File: src/rtl/sprite_pkg.sv
// Shared pixel colour type and screen constants for the sprite compositor.
package sprite_pkg;

  typedef struct packed {
    logic [3:0] r;
    logic [3:0] g;
    logic [3:0] b;
  } rgb12_t;

  localparam int TRANSPARENT_IDX = 0;
  localparam int H_ACTIVE        = 640;
  localparam int V_ACTIVE        = 480;

endpackage

File: src/rtl/palette_ram.sv
// Colour palette: one write port, one registered read-first read port (read data one re_i clock later).
// No backpressure; writes land whenever we_i is high, the read register holds while re_i is low.
module palette_ram #(
  parameter int AW = 5,
  parameter int DW = 12
) (
  input  logic          clk_i,
  input  logic          rst_n_i,
  input  logic          we_i,
  input  logic [AW-1:0] waddr_i,
  input  logic [DW-1:0] wdata_i,
  input  logic          re_i,
  input  logic [AW-1:0] raddr_i,
  output logic [DW-1:0] rdata_o
);

  logic [DW-1:0] mem_q [2**AW];
  logic [DW-1:0] rdata_q;

  // Contents survive reset; only the read register is cleared.
  always_ff @(posedge clk_i) begin
    if (we_i) mem_q[waddr_i] <= wdata_i;
  end

  always_ff @(posedge clk_i or negedge rst_n_i) begin
    if (!rst_n_i)  rdata_q <= '0;
    else if (re_i) rdata_q <= mem_q[raddr_i];
  end

  assign rdata_o = rdata_q;

endmodule

File: src/rtl/sprite_compositor.sv
// Sprite compositor: per-layer hit/ROM address, priority select, palette or background colour.
// Latency 3 pixel_en strobes, all state holds while pixel_en is low; SPRITE_COMPOSITOR_COLLISION_EN adds the layer-0/1 collision flag.
module sprite_compositor
  import sprite_pkg::*;
#(
  parameter int NUM_LAYERS = 4,
  parameter int SPR_W      = 128,
  parameter int SPR_H      = 128,
  parameter int IDX_W      = 5,
  parameter int COORD_W    = 10
) (
  input  logic                                                  Clk,
  input  logic                                                  Reset_n,
  input  logic                                                  pixel_en,
  input  logic                                                  frame_start,
  input  logic [COORD_W-1:0]                                    DrawX,
  input  logic [COORD_W-1:0]                                    DrawY,
  input  logic                                                  blank_in,
  input  logic [NUM_LAYERS-1:0][COORD_W-1:0]                    spr_x,
  input  logic [NUM_LAYERS-1:0][COORD_W-1:0]                    spr_y,
  input  logic [NUM_LAYERS-1:0]                                 spr_on,
  output logic [NUM_LAYERS-1:0][$clog2(SPR_W)+$clog2(SPR_H)-1:0] rom_addr,
  input  logic [NUM_LAYERS-1:0][IDX_W-1:0]                      rom_data,
  input  logic                                                  pal_we,
  input  logic [IDX_W-1:0]                                      pal_addr,
  input  logic [11:0]                                           pal_wdata,
  input  logic [11:0]                                           bg_rgb,
  output logic [3:0]                                            Red,
  output logic [3:0]                                            Green,
  output logic [3:0]                                            Blue,
  output logic                                                  blank_out,
  output logic                                                  collision
);

  localparam int XW = $clog2(SPR_W);
  localparam int YW = $clog2(SPR_H);
  localparam logic [IDX_W-1:0] TRANSP = IDX_W'(TRANSPARENT_IDX);

  // Positions only change at vertical sync so a frame is never torn.
  logic [NUM_LAYERS-1:0][COORD_W-1:0] sh_x_q, sh_y_q;
  logic [NUM_LAYERS-1:0]              sh_on_q;

  always_ff @(posedge Clk or negedge Reset_n) begin
    if (!Reset_n) begin
      sh_x_q  <= '0;
      sh_y_q  <= '0;
      sh_on_q <= '0;
    end else if (frame_start) begin
      sh_x_q  <= spr_x;
      sh_y_q  <= spr_y;
      sh_on_q <= spr_on;
    end
  end

  // One extra bit so a sprite near the right/bottom edge never wraps to column/row 0.
  function automatic logic in_span(input logic [COORD_W-1:0] pos,
                                   input logic [COORD_W-1:0] start,
                                   input int                 size);
    logic [COORD_W:0] p_ext, lo, hi;
    p_ext = {1'b0, pos};
    lo    = {1'b0, start};
    hi    = lo + (COORD_W+1)'(size);
    return (p_ext >= lo) && (p_ext < hi);
  endfunction

  // Stage 1: hit test; the address goes out now so ROM data meets the hit bits at stage 2.
  logic [NUM_LAYERS-1:0]         hit_d, hit_q;
  logic [NUM_LAYERS-1:0][XW-1:0] dx_d;
  logic [NUM_LAYERS-1:0][YW-1:0] dy_d;

  always_comb begin
    hit_d    = '0;
    dx_d     = '0;
    dy_d     = '0;
    rom_addr = '0;
    for (int l = 0; l < NUM_LAYERS; l++) begin
      dx_d[l]  = XW'(DrawX - sh_x_q[l]);
      dy_d[l]  = YW'(DrawY - sh_y_q[l]);
      hit_d[l] = sh_on_q[l] && in_span(DrawX, sh_x_q[l], SPR_W)
                            && in_span(DrawY, sh_y_q[l], SPR_H);
      if (hit_d[l]) rom_addr[l] = {dy_d[l], dx_d[l]};
    end
  end

  logic blank1_q, blank2_q, blank3_q, bg2_q;

  always_ff @(posedge Clk or negedge Reset_n) begin
    if (!Reset_n) begin
      hit_q    <= '0;
      blank1_q <= 1'b0;
    end else if (pixel_en) begin
      hit_q    <= hit_d;
      blank1_q <= blank_in;
    end
  end

  // Stage 2: lowest-numbered opaque layer wins, so scan from the top down.
  logic [IDX_W-1:0] sel_idx_d;
  logic             sel_bg_d;

  always_comb begin
    sel_idx_d = '0;
    sel_bg_d  = 1'b1;
    for (int l = NUM_LAYERS - 1; l >= 0; l--) begin
      if (hit_q[l] && (rom_data[l] != TRANSP)) begin
        sel_idx_d = rom_data[l];
        sel_bg_d  = 1'b0;
      end
    end
  end

  always_ff @(posedge Clk or negedge Reset_n) begin
    if (!Reset_n) begin
      bg2_q    <= 1'b1;
      blank2_q <= 1'b0;
    end else if (pixel_en) begin
      bg2_q    <= sel_bg_d;
      blank2_q <= blank1_q;
    end
  end

  logic [11:0] pal_rdata;

  palette_ram #(
    .AW (IDX_W),
    .DW (12)
  ) u_palette (
    .clk_i   (Clk),
    .rst_n_i (Reset_n),
    .we_i    (pal_we),
    .waddr_i (pal_addr),
    .wdata_i (pal_wdata),
    .re_i    (pixel_en),
    .raddr_i (sel_idx_d),
    .rdata_o (pal_rdata)
  );

  // Stage 3: colour or background, blacked out outside active video.
  rgb12_t rgb_d, rgb_q;

  always_comb begin
    rgb_d = '0;
    if (blank2_q) rgb_d = bg2_q ? rgb12_t'(bg_rgb) : rgb12_t'(pal_rdata);
  end

  always_ff @(posedge Clk or negedge Reset_n) begin
    if (!Reset_n) begin
      rgb_q    <= '0;
      blank3_q <= 1'b0;
    end else if (pixel_en) begin
      rgb_q    <= rgb_d;
      blank3_q <= blank2_q;
    end
  end

  assign Red       = rgb_q.r;
  assign Green     = rgb_q.g;
  assign Blue      = rgb_q.b;
  assign blank_out = blank3_q;

`ifdef SPRITE_COMPOSITOR_COLLISION_EN
  logic coll_q, both_opaque;

  assign both_opaque = blank1_q && hit_q[0] && hit_q[1] &&
                       (rom_data[0] != TRANSP) && (rom_data[1] != TRANSP);

  // A set in the same cycle as frame_start takes precedence over the clear.
  always_ff @(posedge Clk or negedge Reset_n) begin
    if (!Reset_n)                     coll_q <= 1'b0;
    else if (pixel_en && both_opaque) coll_q <= 1'b1;
    else if (frame_start)             coll_q <= 1'b0;
  end

  assign collision = coll_q;
`else
  assign collision = 1'b0;
`endif

endmodule
File: config.mk
export PLATFORM = sky130hd
export DESIGN_NAME = sprite_compositor
export DESIGN_NICKNAME = d
export VERILOG_FILES = /design/src/rtl/sprite_pkg.sv /design/src/rtl/palette_ram.sv /design/src/rtl/sprite_compositor.sv
export SDC_FILE = /design/constraint.sdc
export NUM_CORES = 1
export LEC_CHECK = 0
export BUFFER_PORTS_ARGS = -buffer_cell sky130_fd_sc_hd__buf_2
export CORE_MARGIN = 1.5
export CORE_UTILIZATION = 54
export DETAILED_ROUTE_END_ITERATION = 8
export PLACE_DENSITY = 0.77
export SLEW_MARGIN = 25
export SYNTH_ARGS = -nofsm -noshare
export SYNTH_HDL_FRONTEND = slang
export SYNTH_SLANG_ARGS = --single-unit
File: constraint.sdc
create_clock -name Clk -period 3.8 [get_ports Clk]
set_clock_uncertainty 0.2 [all_clocks]
set_input_delay 0.76 -clock Clk [delete_from_list [all_inputs] [get_ports Clk]]
set_output_delay 0.76 -clock Clk [all_outputs]
set_load 0.005 [all_outputs]
==> After elaboration in Yosys (flattened, before gate mapping) <==
Memories as Yosys holds them, arrays and structs flattened. A register that Yosys moved wholly into a read port is not among the register bits.
Cells that the tools add are included.
{ "word_totals": {"reg_bits": 104, "latch_bits": 0, "mem_bits_rw": 384, "romBits": 0, "inputBits": 159, "output_inout_bits": 70, "word_cells": 91, "n_memories": 1} }
{ "op_classes": {"addsub": 16, "multipliers": 0, "div": 0, "order_cmp": 16, "eq_ne": 0, "shifts": 0, "n_mux": 16, "n_bitwise": 0, "n_reduce_logical": 25} }
{ "memory_table": {"columns": ["memory", "depth", "width", "rd", "rd_ports_with_merged_regs", "wr", "line_no", "source"], "rows": [
  ["u_palette.mem_q", 32, 12, 1, 1, 1, "palette_ram.sv:17", "logic [DW-1:0] mem_q [2**AW];"]
]} }
{ "ops": {"columns": ["operator", "count"], "rows": [
  ["$add 10x8->11 const B", 8],
  ["$lt 10x11->1", 8],
  ["$ge 10x10->1", 8],
  ["$mux 14", 4],
  ["$sub 7x7->7", 8],
  ["$mux 12", 2],
  ["$logic_and 1x1->1", 20],
  ["$mux 5", 4],
  ["$reduce_bool 5->1", 4],
  ["$mux 1", 6],
  ["$logic_not 1->1", 1]
]} }

==> Longest topological paths before layout <==
{ "depth": {"depth_word": 6, "mapped_depth": 13, "ltp_nobuf": 12} }

==> Cells and area by module <==
Synthesis repeated with hierarchy kept, for this count alone.
{ "hier_totals": {"hier_cells": 1812, "area_unflattened_um2": 23719.0} }
{ "by_module_without_submodules": {"columns": ["module", "n_inst", "cells_each", "area_per_inst_um2", "seq_area_each_um2"], "rows": [
  ["palette_ram", 1, 857, 15554.9, 11831.3],
  ["sprite_compositor", 1, 955, 8164.1, 2603.7]
]} }

==> Least setup slack after synthesis <==
Ideal clock, no wire load.
{ "synth_path": {"kind": "input -> output", "startpoint": "input DrawY[0]", "endpoint": "output rom_addr[30] (netlist name)", "t_arrival_ns": 3.169, "required_ns": 2.840, "setup_slack_ns": -0.329, "stages": 13, "n_path_buf": 1, "path_cell_list": "inv_1 > ha_1 > inv_1 > fa_1 > a21o_1 > a21o_1 > a21o_1 > a21o_1 > a2111oi_0 > o21ai_0 > o311ai_1 > clkbuf_1 > nor3_1"} }
{ "synth_lines": {"columns": ["item", "line_no", "source"], "rows": [
  ["start: declaration", "sprite_compositor.sv:17", "input logic [COORD_W-1:0] DrawY,"],
  ["end: declaration", "sprite_compositor.sv:22", "output logic [NUM_LAYERS-1:0][$clog2(SPR_W)+$clog2(SPR_H)-1:0] rom_addr,"]
]} }

==> impl_metrics.sql <==
INSERT INTO impl_metrics (metric_group, metric, value, unit) VALUES
('outcome', 'failed_checks', 'negative setup slack', ''),
('placed_design', 'placed_cells', '2978', ''),
('grt', 'grt_antenna_before_repair', '1', ''),
('route', 'post_drt_via_cell_ratio', '6.22', ''),
('timing', 'fmax', '236', 'MHz'),
('synthesis', 'postSynthCellCount', '2041', ''),
('setup_path', 'worst_ep_required_time', '2840', 'ps'),
('power_and_ir_drop', 'pwr-share-comb', '21.8', '%'),
('finish', 'layout.nets', '2775', ''),
('power_and_ir_drop', 'power.static_leakage', '12.4', 'nW'),
('timing', 'period_share', '111', '%'),
('grt', 'grt_first_pass_wirelength', '112', 'mm'),
('finish', 'area_taken_by_multi_input_logic_gates', '0.00956', 'sq mm'),
('setup_path', 'slowest_delay', '400', 'ps'),
('finish', 'fill_cells', '2966', ''),
('synthesis', 'netlist_area', '0.0242', 'sq mm'),
('placed_design', 'dpl_cell_area', '0.0280', 'sq mm'),
('timing', 'finalSetupViolations', '56', ''),
('finish', 'commonest_non_fill_non_tap_cells_in_the_layout', 'sky130_fd_sc_hd__edfxtp_1 (384), sky130_fd_sc_hd__buf_4 (262), sky130_fd_sc_hd__nand2_1 (214), sky130_fd_sc_hd__buf_2 (204), sky130_fd_sc_hd__and3_1 (139)', ''),
('floorplanning', 'die_h', '215', 'um'),
('route', 'drt-pass1-iter-count', '5', ''),
('floorplanning', 'die-width', '215', 'um'),
('synthesis', 'ys_warn_count', '0', ''),
('clock_network', 'cts_tree', 'built', ''),
('grt', 'globalRoute.busiestLayer', 'met2', ''),
('grt', 'groute.layer.met1.usage', '42.2', '%'),
('outcome', 'status', 'complete, but fails checks', ''),
('placed_design', 'place_worst_setup_slack', '-614', 'ps'),
('setup_path', 'cp.arrival', '3270', 'ps'),
('placed_design', 'gp_routability_congestion', '0.973', ''),
('clock_network', 'cts_buffers', '51', ''),
('placed_design', 'numPortBuffers', '227', ''),
('grt', 'grtUsageTotal', '31.4', '%'),
('timing', 'final.hold.worst_slack', '168', 'ps'),
('clock_network', 'clock_pin_slew_on_the_worst_setup_and_hold_paths', '60', 'ps'),
('timing', 'timing_hold_violations_final', '0', ''),
('clock_network', 'clockBufferDepth', '3', ''),
('timing', 'timing.max_slew.rel_slack', '37.9', '%'),
('synthesis', 'asyncSetResetFlopFracSynth', '23.2', '%'),
('synthesis', 'postSynthRegisterBits', '500', ''),
('synthesis', 'avgSynthCellArea', '11.9', 'sq um'),
('timing', 'finalMaxSlewViolations', '0', ''),
('synthesis', 'synthDominantAreaCellType', 'sky130_fd_sc_hd__edfxtp_1', ''),
('clock_network', 'cts-root-buf', 'sky130_fd_sc_hd__clkbuf_16', ''),
('power_and_ir_drop', 'cell_internal_power_dissipation', '10.3', 'mW'),
('power_and_ir_drop', 'ir_drop', '0.000455', 'V'),
('route', 'num_vias', '19500', ''),
('power_and_ir_drop', 'p_seq_share', '43.7', '%'),
('power_and_ir_drop', 'clockPowerShare', '34.6', '%'),
('min_path', 'min_path_type', 'input port to flop', ''),
('synthesis', 'syn_nets', '2320', ''),
('setup_path', 'crit_fanout', '8', ''),
('route', 'route.antenna.remaining_nets', '0', ''),
('synthesis', 'ys_types', '76', ''),
('finish', 'mostFrequentLayoutCell', 'sky130_fd_sc_hd__edfxtp_1', ''),
('grt', 'globalRouteMet3Util', '5.15', '%'),
('floorplanning', 'dieArea', '0.0462', 'sq mm'),
('route', 'detail_route.wl_per_cell', '23.5', 'um'),
('clock_network', 'cts_sinks', '500', ''),
('setup_path', 'ordered_cell_list_for_the_critical_path', 'ha_4 -> inv_4 -> fa_2 -> a21o_1 -> a21o_1 -> a21o_1 -> a21o_1 -> a2111oi_4 -> o21ai_2 -> o311ai_4 -> buf_4 -> nor3_4 -> buf_2', ''),
('floorplanning', 'num_io_pins', '229', ''),
('setup_path', 'timing.critical_path.mode_cell', 'sky130_fd_sc_hd__a21o_1', ''),
('finish', 'drive_gt1_share', '30.2', '%'),
('setup_path', 'cp-end-kind', 'output pin', ''),
('route', 'first_iter_violations', '2473', ''),
('finish', 'area_growth_from_synthesis_to_layout', '27.1', '%'),
('clock_network', 'clock_insertion_delay_worst_skew', '610', 'ps'),
('power_and_ir_drop', 'power.net_switching', '4.01', 'mW'),
('power_and_ir_drop', 'powerDensity', '465', 'mW/mm^2'),
('route', 'drt_drc_violations_left', '0', ''),
('timing', 'setup_slack', '-432', 'ps');
## synth_stat cells (all sizes together) (14+ instances only)
cell and n:
edfxtp 384, nand2 216, and3 142, o21ai 140, inv 122, dfrtp 115, ha 112, a211oi 93
clkbuf 92, nor2 65, nor3 51, a21oi 49, a2111oi 47, a311oi 44, buf 37, a21o 27
nand3 25, and2 21, nand4 21, xnor2 21, mux2 18, xor2 14
## final timing paths
kind | slack (ps) | cells after the start | to | from
worst max-delay path | -430 | 13 | rom_addr[32] | sh_y_q[20]$_DFFE_PN0P_
worst min-delay path | 170 | 3 | sh_x_q[22]$_DFFE_PN0P_ | spr_x[22]
worst max register to register | 220 | 11 | u_palette.rdata_o[4]$_DFFE_PN0P_ | hit_q[3]$_DFFE_PN0P_
worst min register to register | 290 | 1 | Green[2]$_DFFE_PN0P_ | Green[2]$_DFFE_PN0P_
max in group asynchronous | 2060 | 3 | Green[2]$_DFFE_PN0P_ | Reset_n
min in group asynchronous | 400 | 2 | sh_x_q[20]$_DFFE_PN0P_ | Reset_n
## worst max-delay path: cells and delay by family, from the launching register on
kind | cells | cell delay, ps
AOI/OAI and AO/OA | 7 | 1310
DFF | 1 | 400
adders and majority gates | 2 | 540
buffers and inverters | 3 | 400
and+or+nand+nor | 1 | 30
## power groups by stage
| stage | Clock [mW] | Sequential [mW] | Combinational, mW |
|---|---|---|---|
| after global routing | 5.21 | 6.27 | 3.35 |
| after detailed placement | 0 | 6.36 | 2.75 |
| after global placement | 0 | 6.36 | 2.69 |
| final | 4.96 | 6.26 | 3.12 |
| after floorplan | 0 | 6.30 | 1.51 |
| after CTS | 5.01 | 6.25 | 2.96 |
## kinds of logic (layout without fill, tap and decap cells)
kind of cell               count (synthesis)  count (layout)  synth area share [%]
DFF                                      500             500                  59.6
other                                      1               3                0.0155
adders and majority gates                120             120                  6.44
and+or+nand+nor                          597             597                  12.4
buffers and inverters                    252             748                  4.17
muxes                                     30              30                  1.33
xor gates and xnor gates                  35              35                  1.26
AOI/OAI and AO/OA                        506             506                  14.8
## timing repair
action                     in CTS  in global routing
cloned                          0                  0
hold endpoints to repair       22                  0
hold buffers                    1                  0
buffers inserted               39                 22
gates resized for setup       131                 61
pin swaps                      49                 43
setup endpoints to repair      56                 56
## per-stage QoR
| step | util [%] | setup TNS, ps |
|---|---|---|
| floorplan | - | -140 |
| global placement | 63.3 | -22950 |
| detailed placement | 63.3 | -25550 |
| CTS | 68.7 | -14540 |
| global route | 69.7 | -21450 |
| finish | 69.7 | -14600 |
## area by class of cell
cell class,instances,share of cell area [%]
clock buffers,68,4.48
repair buffers,531,12.8
diodes,2,0.0162
multi-input cells,1289,31.0
inverters,123,1.57
flip-flops and latches,500,46.8
well taps,592,2.40
clock inverters,26,0.853
## per-layer routing
layer / wire [um] / vias up
met5: 12 / -
met4: 3310 / 2
met3: 7010 / 209
met2: 34600 / 1126
met1: 28700 / 9488
li1: - / 8661
## state kept, by name, indices dropped and copies added (netlist names), 4 cells and up
| signal | cells |
|---|---|
| sh_x_q | 40 |
| sh_y_q | 40 |
| Green | 4 |
| u_palette.rdata_o | 12 |
| Red | 4 |
| u_palette.mem_q | 384 |
| hit_q | 4 |
| Blue | 4 |
| sh_on_q | 4 |
(Power assumes the default switching activity.)
